File: src/rtl/instr_sequencer.sv
// Instruction sequencer: fetch/decode/dispatch to ALU, load, store and branch sub-FSMs, then retire.
// Latency: 5 cycles minimum per instruction (NOP 4); a stalled sub-FSM is waited on for TIMEOUT EXEC cycles.
module instr_sequencer #(
    parameter int TIMEOUT = 16
) (
    input  logic        clk,
    input  logic        rst,
    input  logic        run,
    output logic [7:0]  pcOut,
    output logic        memRdEN,
    input  logic [15:0] memData,
    output logic [15:0] irOut,
    output logic        aluStart,
    output logic        ldStart,
    output logic        stStart,
    output logic        brStart,
    input  logic        aluDone,
    input  logic        ldDone,
    input  logic        stDone,
    input  logic        brDone,
    input  logic        brTaken,
    input  logic [7:0]  brTarget,
    output logic        busy,
    output logic        halted,
    output logic        illegal,
    output logic        fault,
    output logic [15:0] instrCount
);

    localparam logic [3:0] OP_NOP  = 4'b0000;
    localparam logic [3:0] OP_LD   = 4'b0001;
    localparam logic [3:0] OP_ST   = 4'b0010;
    localparam logic [3:0] OP_BR   = 4'b0011;
    localparam logic [3:0] OP_ALU  = 4'b1000;
    localparam logic [3:0] OP_HALT = 4'b1111;

    localparam int TW = $clog2(TIMEOUT + 1);

    typedef enum logic [2:0] {
        S_IDLE,
        S_FETCH,
        S_WAIT,
        S_DECODE,
        S_EXEC,
        S_RETIRE,
        S_HALT
    } state_t;

    state_t        state;
    logic [TW-1:0] tcnt;
    logic          brTakenQ;
    logic [7:0]    brTargetQ;
    logic          matchDone;
    logic [3:0]    nextOp;

    assign nextOp = memData[15:12];

    // Only the done belonging to the instruction held in irOut can complete it.
    always_comb begin
        matchDone = 1'b0;
        case (irOut[15:12])
            OP_ALU:  matchDone = aluDone;
            OP_LD:   matchDone = ldDone;
            OP_ST:   matchDone = stDone;
            OP_BR:   matchDone = brDone;
            default: matchDone = 1'b0;
        endcase
    end

    always_ff @(posedge clk) begin
        if (rst) begin
            state      <= S_IDLE;
            pcOut      <= 8'h00;
            irOut      <= 16'h0000;
            instrCount <= 16'h0000;
            memRdEN    <= 1'b0;
            aluStart   <= 1'b0;
            ldStart    <= 1'b0;
            stStart    <= 1'b0;
            brStart    <= 1'b0;
            busy       <= 1'b0;
            halted     <= 1'b0;
            illegal    <= 1'b0;
            fault      <= 1'b0;
            tcnt       <= '0;
            brTakenQ   <= 1'b0;
            brTargetQ  <= 8'h00;
        end else begin
            memRdEN  <= 1'b0;
            aluStart <= 1'b0;
            ldStart  <= 1'b0;
            stStart  <= 1'b0;
            brStart  <= 1'b0;
            case (state)
                S_IDLE: begin
                    if (run) begin
                        state   <= S_FETCH;
                        memRdEN <= 1'b1;
                        busy    <= 1'b1;
                    end
                end
                S_FETCH: begin
                    state <= S_WAIT;
                end
                S_WAIT: begin
                    // Starts are registered, so they are decoded from memData here to land in DECODE.
                    irOut    <= memData;
                    state    <= S_DECODE;
                    aluStart <= (nextOp == OP_ALU);
                    ldStart  <= (nextOp == OP_LD);
                    stStart  <= (nextOp == OP_ST);
                    brStart  <= (nextOp == OP_BR);
                end
                S_DECODE: begin
                    brTakenQ <= 1'b0;
                    case (irOut[15:12])
                        OP_ALU, OP_LD, OP_ST, OP_BR: begin
                            state <= S_EXEC;
                            tcnt  <= '0;
                        end
                        OP_NOP: begin
                            state <= S_RETIRE;
                        end
                        OP_HALT: begin
                            state  <= S_HALT;
                            halted <= 1'b1;
                            busy   <= 1'b0;
                        end
                        default: begin
                            state   <= S_HALT;
                            halted  <= 1'b1;
                            illegal <= 1'b1;
                            busy    <= 1'b0;
                        end
                    endcase
                end
                S_EXEC: begin
                    if (matchDone) begin
                        state <= S_RETIRE;
                        if (irOut[15:12] == OP_BR) begin
                            brTakenQ  <= brTaken;
                            brTargetQ <= brTarget;
                        end
                    end else if (tcnt == TW'(TIMEOUT - 1)) begin
                        state  <= S_HALT;
                        halted <= 1'b1;
                        fault  <= 1'b1;
                        busy   <= 1'b0;
                    end else begin
                        tcnt <= tcnt + 1'b1;
                    end
                end
                S_RETIRE: begin
                    pcOut <= brTakenQ ? brTargetQ : pcOut + 8'd1;
                    if (instrCount != 16'hFFFF) begin
                        instrCount <= instrCount + 16'd1;
                    end
                    if (run) begin
                        state   <= S_FETCH;
                        memRdEN <= 1'b1;
                    end else begin
                        state <= S_IDLE;
                        busy  <= 1'b0;
                    end
                end
                S_HALT: begin
                    state <= S_HALT;
                end
                default: begin
                    state <= S_IDLE;
                    busy  <= 1'b0;
                end
            endcase
        end
    end

endmodule

File: config.mk
export PLATFORM = sky130hd
export DESIGN_NAME = instr_sequencer
export DESIGN_NICKNAME = d
export VERILOG_FILES = /design/src/rtl/instr_sequencer.sv
export SDC_FILE = /design/constraint.sdc
export NUM_CORES = 1
export LEC_CHECK = 0
export ABC_AREA = 1
export BUFFER_PORTS_ARGS = -buffer_cell sky130_fd_sc_hd__buf_2
export CORE_ASPECT_RATIO = 0.7
export CORE_UTILIZATION = 35
export CTS_BUF_LIST = sky130_fd_sc_hd__clkbuf_4
export CTS_CLUSTER_SIZE = 14
export DETAILED_ROUTE_END_ITERATION = 10
export PLACE_DENSITY_LB_ADDON = 0.3
export SLEW_MARGIN = 20
export SYNTH_ARGS = -nofsm -noshare
export SYNTH_HDL_FRONTEND = slang
export SYNTH_SLANG_ARGS = --single-unit
File: constraint.sdc
create_clock -name clk -period 1.9 [get_ports clk]
set_input_delay 0.095 -clock clk [delete_from_list [all_inputs] [get_ports clk]]
set_output_delay 0.095 -clock clk [all_outputs]
set_load 0.01 [all_outputs]
==> results of run 1 <==
[final cells by class]
cell class | instances | area [um^2] | share of cell area [%]
multi-input cells | 323 | 1570 | 38.6
flip-flops and latches | 66 | 1330 | 32.6
repair buffers | 118 | 756 | 18.6
well taps | 120 | 150 | 3.69
inverters | 34 | 128 | 3.14
clock buffers | 12 | 90.1 | 2.22
clock inverters | 4 | 42.5 | 1.05
diodes | 1 | 2.50 | 0.0616
[cells by family after synthesis]
logic type               share of synthesized area, %
buffers and inverters                            5.94
AO/OA/AOI/OAI                                    13.6
XOR/XNOR                                         3.72
adder cells (fa/ha/maj)                          1.64
AND/OR/NAND/NOR                                  31.8
flip-flops                                       43.2
[final timing paths]
path | startpoint | end | slack (ns) | cells after the start
max reg2reg | instrCount[1]$_SDFFE_PP0P_ | instrCount[0]$_SDFFE_PP0P_ | 0.16 | 8
min reg2reg | halted$_SDFFE_PP0P_ | halted$_SDFFE_PP0P_ | 0.45 | 2
min | rst | instrCount[10]$_SDFFE_PP0P_ | 0.13 | 2
max | instrCount[1]$_SDFFE_PP0P_ | instrCount[0]$_SDFFE_PP0P_ | 0.16 | 8
[metrics by stage]
| stage | total power, uW | cell area (um^2) |
|---|---|---|
| 2_1_floorplan | 1690 | 3060 |
| 3_3_place_gp | 1800 | 3630 |
| 3_5_place_dp | 1810 | 3630 |
| 4_1_cts | 2750 | 4040 |
| 5_1_grt | 2870 | 4060 |
| 6_report | 2730 | 4060 |
[timing repair]
action                                 CTS  global route
hold buffers                            28             0
setup endpoints to repair                0             5
resized for setup                        0             7
setup buffers                            0             0
endpoints found under the hold margin   28             0
[registers in the layout, indices dropped and copies added (netlist names), 3 cells and up]
name / count
tcnt: 5
state: 3
irOut: 16
instrCount: 16
pcOut: 8
brTargetQ: 8
[layer usage]
layer / share of wire (%) / vias to the layer above
li1: - / 1668
met1: 47 / 1425
met2: 45 / 66
met3: 6.0 / 16
met4: 2.0 / 0
met5: 0 / -
[worst max-delay path: stages, from the launching register on]
cell,delay [ns]
dfxtp_1,0.40
ha_1,0.23
nand3_1,0.15
nor3_2,0.19
nand3_1,0.15
nand2_4,0.16
buf_4,0.17
o21ai_0,0.07
a21oi_1,0.15
[cell usage after synthesis (all sizes together)]
cell type  count
nor3b          3
o211ai         2
nor3           8
clkinv         1
nor4           3
nand3         27
a31oi          2
nand2        106
o21ai         28
a211oi         2
a21oi         40
xnor2          7
dfxtp         66
buf            4
inv           33
clkbuf         7
ha             4
or2            1
o21bai         1
o22ai          3
nand3b         2
a22oi          1
xor2           6
nor2          70
nand4          7
[power breakdown]
group | total (uW) | switching (uW) | internal, uW
sequential | 1460 | 35.2 | 1430
clock | 903 | 467 | 437
combinational | 364 | 210 | 154
==> results.json, run 1 <==
{
  "path_class": "flip-flop to flip-flop",
  "wl_mm": 8.07,
  "wl_per_cell_um": 11.9,
  "layout_commonest_cell": "nand2_1",
  "min_period_ns": 1.74,
  "hold_violations": 0,
  "clock_latency_ns": 0.40,
  "synth_area_um2": 3060,
  "cts_buffer_depth": 2,
  "maxCapViolations": 0,
  "antenna_found_initial": 0,
  "drive_gt1_share_pct": 21.2,
  "cp-start-kind": "flip-flop",
  "numCtsBuffers": 9,
  "die_w_um": 114,
  "core.rowCount": 28,
  "final_antenna_net_count": 0,
  "synth_area_leaders": "dfxtp_1, nand2_1, nor2_1",
  "dp_slack_ns": 0.141,
  "track_usage_pct": 18.5,
  "fin_cells": 678,
  "setup_violations": 0,
  "final_cell_mix": "nand2_1, buf_2, nor2_1",
  "synth-seq-area-share_pct": 43.2,
  "fin_nets": 588,
  "rsz0062_at_grt": "false",
  "htreeDepth": 3,
  "finish.utilization_pct": 48.1,
  "worstMarginPinSlew_ns": 0.431,
  "status": "complete, no violations",
  "worst_hold_slack_ns": 0.130,
  "setup_slack_ns": 0.160,
  "ys_warn_count": 0,
  "via_count": 3175,
  "cts_tree": "done",
  "port_buffers": 80,
  "fin_tns_setup_ns": 0,
  "slew_violations": 0,
  "placed_cells": 633,
  "arrival_ns": 2.05,
  "grt_overflow_total": 0,
  "grtUsageMet1_pct": 23.0,
  "die_area_um2": 9120,
  "pin_count": 81,
  "crit_path_end_kind": "flip-flop",
  "place.gp.congestion": 0.899,
  "ir_worst_vdd_mv": 0.412,
  "drc_errors": 0,
  "dp_hpwl_mm": 5.72,
  "nFillCells": 850,
  "hold_path_class": "input pin to flip-flop",
  "grt_pass1_wl_mm": 13.3,
  "ys_ff_latch": 66,
  "grt_max_degree": 23,
  "core_um2": 8440,
  "synth_fp_nets": 470,
  "fin_skew_ns": 0.0117,
  "top_usage_layer": "met2",
  "drt_iter0_drc": 153,
  "area_growth_syn_to_layout_pct": 33.0,
  "netlist_instances": 434,
  "power_density_nw_per_um2": 672,
  "syn_area_per_cell_um2": 7.04,
  "synth.distinct_cells": 33,
  "cts.sinks": 66,
  "cts_root_buf": "clkbuf_4",
  "p_leak_uw": 0.00177,
  "slew_headroom_pct": 71.3,
  "critPathMaxFanout": 11,
  "required_ns": 2.21,
  "fmax_ghz": 0.575,
  "met3_usage_pct": 6.42,
  "min_period_over_period_pct": 91.6,
  "grt_pass1_vias": 2885,
  "start_util_pct": 36.2,
  "use_met2_pct": 29.7,
  "yosys.area.top_type": "dfxtp_1",
  "fp.dieH_um": 80.2,
  "via_per_inst": 4.68,
  "firstDrtPassIters": 4,
  "clk_pin_slew_ns": 0.11,
  "yosys.area.top_type_share_pct": 43.2
}
No activity file was read; power rests on OpenSTA's default activity.
==> inputs of run 2 (changes only) <==
--- a/config.mk
+++ b/config.mk
@@ -7,8 +7,10 @@
 export LEC_CHECK = 0
 export ABC_AREA = 1
 export BUFFER_PORTS_ARGS = -buffer_cell sky130_fd_sc_hd__buf_2
+export CELL_PAD_IN_SITES_DETAIL_PLACEMENT = 2
+export CELL_PAD_IN_SITES_GLOBAL_PLACEMENT = 2
 export CORE_ASPECT_RATIO = 0.7
-export CORE_UTILIZATION = 35
+export CORE_UTILIZATION = 29
 export CTS_BUF_LIST = sky130_fd_sc_hd__clkbuf_4
 export CTS_CLUSTER_SIZE = 14
 export DETAILED_ROUTE_END_ITERATION = 10
==> run 2 against run 1 <==
Against the previous run: global-route usage is 5.3 points higher; critical path depth unchanged; final cell count is 1.8% higher; sequential power about the same; via count rose by 9.7%; setup slack worse by 0.050 ns; clock power down 14%; die area increased by 20%; final area hardly changed.
==> results.json, run 2 (synthesized netlist as in run 1, its figures left out) <==
{
  "start_util_pct": 30.7,
  "p_sw_uw": 812,
  "fp.dieH_um": 87.9,
  "whs_path_depth": 4,
  "wl_mm": 12.8,
  "hold_path_class": "input pin to flip-flop",
  "slew_violations": 0,
  "p_seq_share_pct": 55.8,
  "drc_errors": 0,
  "power_density_nw_per_um2": 648,
  "grt_max_degree": 39,
  "fin_skew_ns": 0.0142,
  "core.rowCount": 30,
  "critPathMaxFanout": 14,
  "hp-start": "rst",
  "path_class": "flip-flop to flip-flop",
  "slew_headroom_pct": 68.0,
  "holdPathEnd": "memRdEN$_SDFF_PP0_",
  "grt_overflow_total": 0,
  "firstDrtPassIters": 4,
  "final_antenna_net_count": 0,
  "grt_pass1_vias": 3823,
  "cts_tree": "done",
  "fin_tns_setup_ns": 0,
  "insertedDiodeCount": 0,
  "port_buffers": 80,
  "layout_commonest_cell": "nand2_1",
  "final_cell_mix": "nand2_1, buf_2, nor2_1",
  "setup_slack_ns": 0.110,
  "drive_gt1_share_pct": 22.1,
  "die_area_um2": 11000,
  "hold_violations": 0,
  "r2r_cells": 8,
  "pin_count": 81,
  "dp_slack_ns": 0.119,
  "htreeDepth": 3,
  "power_frac_clock_pct": 29.3,
  "via_count": 3482,
  "place.gp.congestion": 0.778,
  "fin_nets": 594,
  "die_w_um": 125,
  "status": "complete, no violations",
  "wl_per_cell_um": 18.6,
  "min_period_over_period_pct": 94.2,
  "p_int_uw": 1820,
  "cts_buffer_depth": 2,
  "track_usage_pct": 23.8,
  "grt_pass1_wl_mm": 20.1,
  "worstMarginPinSlew_ns": 0.480,
  "setup_violations": 0,
  "reg_top3": "instrCount x16, irOut x16",
  "clock_latency_ns": 0.44,
  "drt_iter0_drc": 151,
  "comb_power_share_pct": 14.9,
  "nFillCells": 1186,
  "crit_path_end_kind": "flip-flop",
  "cts.sinks": 66,
  "rrSetupSlack_ns": 0.11,
  "cp-start-kind": "flip-flop",
  "via_per_inst": 5.05,
  "dp_hpwl_mm": 7.97,
  "ir_worst_vdd_mv": 0.224,
  "rsz0062_at_grt": "false",
  "required_ns": 2.20,
  "regToRegEndpoint": "instrCount[10]$_SDFFE_PP0P_",
  "worstReg2RegStart": "instrCount[0]$_SDFFE_PP0P_",
  "core_um2": 9950,
  "fmax_ghz": 0.559,
  "numCtsBuffers": 9,
  "clk_pin_slew_ns": 0.11,
  "cts_root_buf": "clkbuf_4",
  "area_growth_syn_to_layout_pct": 33.0,
  "netSwitchingFraction_pct": 30.8,
  "min_period_ns": 1.79,
  "p_leak_uw": 0.00177,
  "antenna_found_initial": 0,
  "arrival_ns": 2.09,
  "maxCapViolations": 0
}
-- run 2: cell types whose count changed in the layout (fill, tap and decap cells not counted), sizes merged --
cell,before,now
buf,90,98
bufinv,1,0
clkbuf,12,9
clkinv,4,6
clkinvlp,0,1
diode,1,0
dlygate4sd3,28,26
-- run 2: cell type report --
type | count | area [um^2] | share of cell area, %
Sequential cell | 66 | 1330 | 32.6
Multi-Input combinational cell | 323 | 1560 | 38.4
Clock inverter | 6 | 25.0 | 0.615
Clock buffer | 9 | 67.6 | 1.66
Tap cell | 128 | 160 | 3.94
Timing Repair Buffer | 124 | 796 | 19.6
Inverter | 34 | 131 | 3.23
-- run 2: per-stage QoR --
stage | power [uW] | instance area (um^2) | hold slack (ns) | instances | util [%]
floorplan | 1690 | 3060 | 0.174 | 434 | -
global placement | 1820 | 3670 | 0.277 | 645 | 36.9
detailed placement | 1830 | 3670 | 0.286 | 645 | 36.9
CTS | 2630 | 4020 | 0.0269 | 686 | 40.4
global route | 2760 | 4070 | 0.0915 | 690 | 40.9
finish | 2640 | 4070 | 0.0593 | 690 | 40.9
-- run 2: worst max-delay path by stage --
stage | to | slack [ns] | start | cells after the start
5_1_grt | instrCount[10]$_SDFFE_PP0P_ | 0.0005 | instrCount[0]$_SDFFE_PP0P_ | 8
4_1_cts | tcnt[0]$_SDFFE_PP0P_ | 0.06 | irOut[15]$_SDFFE_PP0N_ | 7
6_report | instrCount[10]$_SDFFE_PP0P_ | 0.11 | instrCount[0]$_SDFFE_PP0P_ | 8
2_1_floorplan | instrCount[1]$_SDFFE_PP0P_ | 0.31 | instrCount[1]$_SDFFE_PP0P_ | 9
3_3_place_gp | instrCount[14]$_SDFFE_PP0P_ | 0.25 | instrCount[1]$_SDFFE_PP0P_ | 8
3_5_place_dp | instrCount[15]$_SDFFE_PP0P_ | 0.12 | instrCount[1]$_SDFFE_PP0P_ | 8
-- run 2: layer usage --
metal | wire length, um | GRT usage [%] | share of wire (%)
met5 | 0 | 0 | 0
met4 | 337 | 8.87 | 2.6
met2 | 6420 | 44.0 | 50
met1 | 5720 | 27.7 | 45
met3 | 367 | 4.52 | 2.9
-- run 2: power groups by stage --
stage | registers [uW] | clock network, uW | logic, uW
2_1_floorplan | 1510 | 0 | 180
3_3_place_gp | 1500 | 0 | 321
3_5_place_dp | 1500 | 0 | 335
4_1_cts | 1470 | 787 | 380
5_1_grt | 1480 | 855 | 433
6_report | 1470 | 773 | 393
-- run 2: worst max-delay path, stage by stage (launching register included) --
cell and delay (ns):
dfxtp_2 0.39, ha_2 0.22, nand3_1 0.16, nor3_2 0.25
nand3_1 0.15, nand2_4 0.15, inv_2 0.14, nand2_1 0.12
a21oi_1 0.07
-- run 2: what timing repair did --
item,in CTS,in global routing
gates resized for setup,0,7
endpoints found under the hold margin,29,0
endpoints found under the setup margin,0,21
setup buffers,0,4
hold buffers,26,0
==> inputs of run 3 (changes only) <==
--- a/config.mk
+++ b/config.mk
@@ -9,7 +9,6 @@
 export BUFFER_PORTS_ARGS = -buffer_cell sky130_fd_sc_hd__buf_2
 export CELL_PAD_IN_SITES_DETAIL_PLACEMENT = 2
 export CELL_PAD_IN_SITES_GLOBAL_PLACEMENT = 2
-export CORE_ASPECT_RATIO = 0.7
 export CORE_UTILIZATION = 29
 export CTS_BUF_LIST = sky130_fd_sc_hd__clkbuf_4
 export CTS_CLUSTER_SIZE = 14
==> run 3 against run 2 <==
Against the previous run: final area decreased by 0.12%; final cell count grew 0.43%; via count decreased by 2.6%; first-iteration DRC count is 47% lower; setup slack improved by 0.063 ns; global-route usage decreased by 3.3 points; hold slack gained 0.017 ns; die area is essentially flat; critical path type unchanged; critical endpoint unchanged; largest power group unchanged.
==> results.json, run 3 (synthesized netlist as in run 1, its figures left out) <==
{
  "dp_hpwl_mm": 7.43,
  "layout_commonest_cell": "nand2_1",
  "cp-start-kind": "flip-flop",
  "register_area_um2": 1320,
  "ir_worst_vdd_mv": 0.273,
  "crit_path_end_kind": "flip-flop",
  "core_um2": 10300,
  "status": "complete, no violations",
  "maxCapViolations": 0,
  "path_class": "flip-flop to flip-flop",
  "fin_skew_ns": 0.0220,
  "r2r_cells": 8,
  "final_antenna_net_count": 0,
  "clk_pin_slew_ns": 0.11,
  "pin_count": 81,
  "worstMarginPinSlew_ns": 0.469,
  "grt_pass1_wl_mm": 17.8,
  "placed_cells": 651,
  "rsz0062_at_grt": "true",
  "die_area_um2": 11000,
  "fmax_ghz": 0.579,
  "place.gp.congestion": 0.818,
  "use_met2_pct": 38.2,
  "hold_path_class": "input pin to flip-flop",
  "top_usage_layer": "met2",
  "arrival_ns": 2.06,
  "cts.sinks": 66,
  "slew_violations": 0,
  "insertedDiodeCount": 0,
  "endpoint": "instrCount[10]$_SDFFE_PP0P_",
  "fin_cells": 693,
  "fin_nets": 589,
  "critPathMaxFanout": 10,
  "reg_top3": "instrCount x16, irOut x16",
  "drt_iter0_drc": 80,
  "grt_max_degree": 39,
  "hold_violations": 0,
  "multi_input_area_um2": 1560,
  "cts_tree": "done",
  "power_density_nw_per_um2": 678,
  "wl_mm": 10.9,
  "grtUsageMet1_pct": 22.6,
  "area_growth_syn_to_layout_pct": 32.9,
  "met3_usage_pct": 6.18,
  "p_leak_uw": 0.00176,
  "antenna_found_initial": 0,
  "min_period_ns": 1.73,
  "required_ns": 2.23,
  "grt_overflow_total": 0,
  "cp-startpoint": "instrCount[0]$_SDFFE_PP0P_",
  "fp.dieH_um": 105,
  "min_period_over_period_pct": 90.9,
  "grt_pass1_vias": 3700,
  "drc_errors": 0,
  "start_util_pct": 29.7,
  "port_buffers": 80,
  "final_cell_mix": "nand2_1, buf_2, nor2_1",
  "clock_latency_ns": 0.41,
  "via_per_inst": 4.89,
  "slew_headroom_pct": 68.8,
  "drive_gt1_share_pct": 21.0,
  "wl_per_cell_um": 15.7,
  "worstReg2RegStart": "instrCount[0]$_SDFFE_PP0P_",
  "cts_buffer_depth": 2,
  "cts_root_buf": "clkbuf_4",
  "via_count": 3390,
  "core.rowCount": 37,
  "rrSetupSlack_ns": 0.17,
  "track_usage_pct": 20.5,
  "firstDrtPassIters": 4,
  "die_w_um": 105,
  "final_area_um2": 4060,
  "fin_tns_setup_ns": 0,
  "numCtsBuffers": 9,
  "regToRegEndpoint": "instrCount[10]$_SDFFE_PP0P_",
  "worst_hold_slack_ns": 0.0764,
  "setup_violations": 0,
  "nFillCells": 1253,
  "post_dp_cell_area_um2": 3660,
  "htreeDepth": 3
}
==> run 3: changes by cell type in the layout (fill, tap and decap cells not counted) <==
cell	before	now
nand2_2	2	0
bufinv_16	0	1
clkinv_1	4	3
buf_4	18	13
clkbuf_4	9	10
clkinv_2	2	1
dfxtp_1	63	64
dfxtp_2	3	2
nand2_1	103	105
==> run 3: worst min path at each step <==
stage / start / to / slack [ns] / cells after the start
2_1_floorplan: memData[12] / stStart$_SDFF_PP0_ / 0.17 / 1
3_3_place_gp: memData[12] / stStart$_SDFF_PP0_ / 0.28 / 2
3_5_place_dp: memData[13] / ldStart$_SDFF_PP0_ / 0.29 / 2
4_1_cts: brTaken / brTakenQ$_SDFFE_PP0P_ / 0.01 / 3
5_1_grt: rst / irOut[4]$_SDFFE_PP0N_ / 0.10 / 4
6_report: rst / irOut[1]$_SDFFE_PP0N_ / 0.08 / 4
==> run 3: layout make-up <==
cell class              instances  share of cell area, %
well taps                     136                   4.19
repair buffers                119                   18.7
flip-flops and latches         66                   32.6
inverters                      34                   3.23
multi-input cells             323                   38.3
clock inverters                 5                   1.14
clock buffers                  10                   1.85
==> run 3: stage by stage <==
stage                     util (%)  total power (uW)  worst slack, ns
final                         39.5              2750            0.173
after global routing          39.5              2910         -0.00783
after CTS                     39.3              2780            0.137
after detailed placement      35.6              1830            0.169
after global placement        35.6              1820            0.246
after floorplan                  -              1690            0.308
==> run 3: worst max-delay path, cell delays in order, from the launching register on <==
cell and delay (ns):
dfxtp_2 0.37, ha_2 0.22, nand3_1 0.15, nor3_2 0.23, nand3_1 0.14, nand2_4 0.14, buf_4 0.19, nand2_1 0.07
a21oi_1 0.14
==> run 3: what timing repair did <==
item | in CTS | in global routing
endpoints found under the setup margin | 0 | 8
hold buffers | 25 | 1
endpoints found under the hold margin | 27 | 1
setup buffers | 0 | 1
gates resized for setup | 0 | 4
==> run 3: where the power goes <==
| part | switching [uW] | internal, uW | leakage [uW] |
|---|---|---|---|
| Clock | 508 | 395 | 0.0000688 |
| Combinational | 230 | 156 | 0.00115 |
| Sequential | 36.6 | 1430 | 0.000534 |
| Total | 774 | 1980 | 0.00176 |
==> run 3: metal layers <==
| metal | routed length, um | vias to the layer above |
|---|---|---|
| li1 | - | 1658 |
| met4 | 119 | 0 |
| met3 | 457 | 9 |
| met2 | 5640 | 66 |
| met5 | 0 | - |
| met1 | 4650 | 1657 |
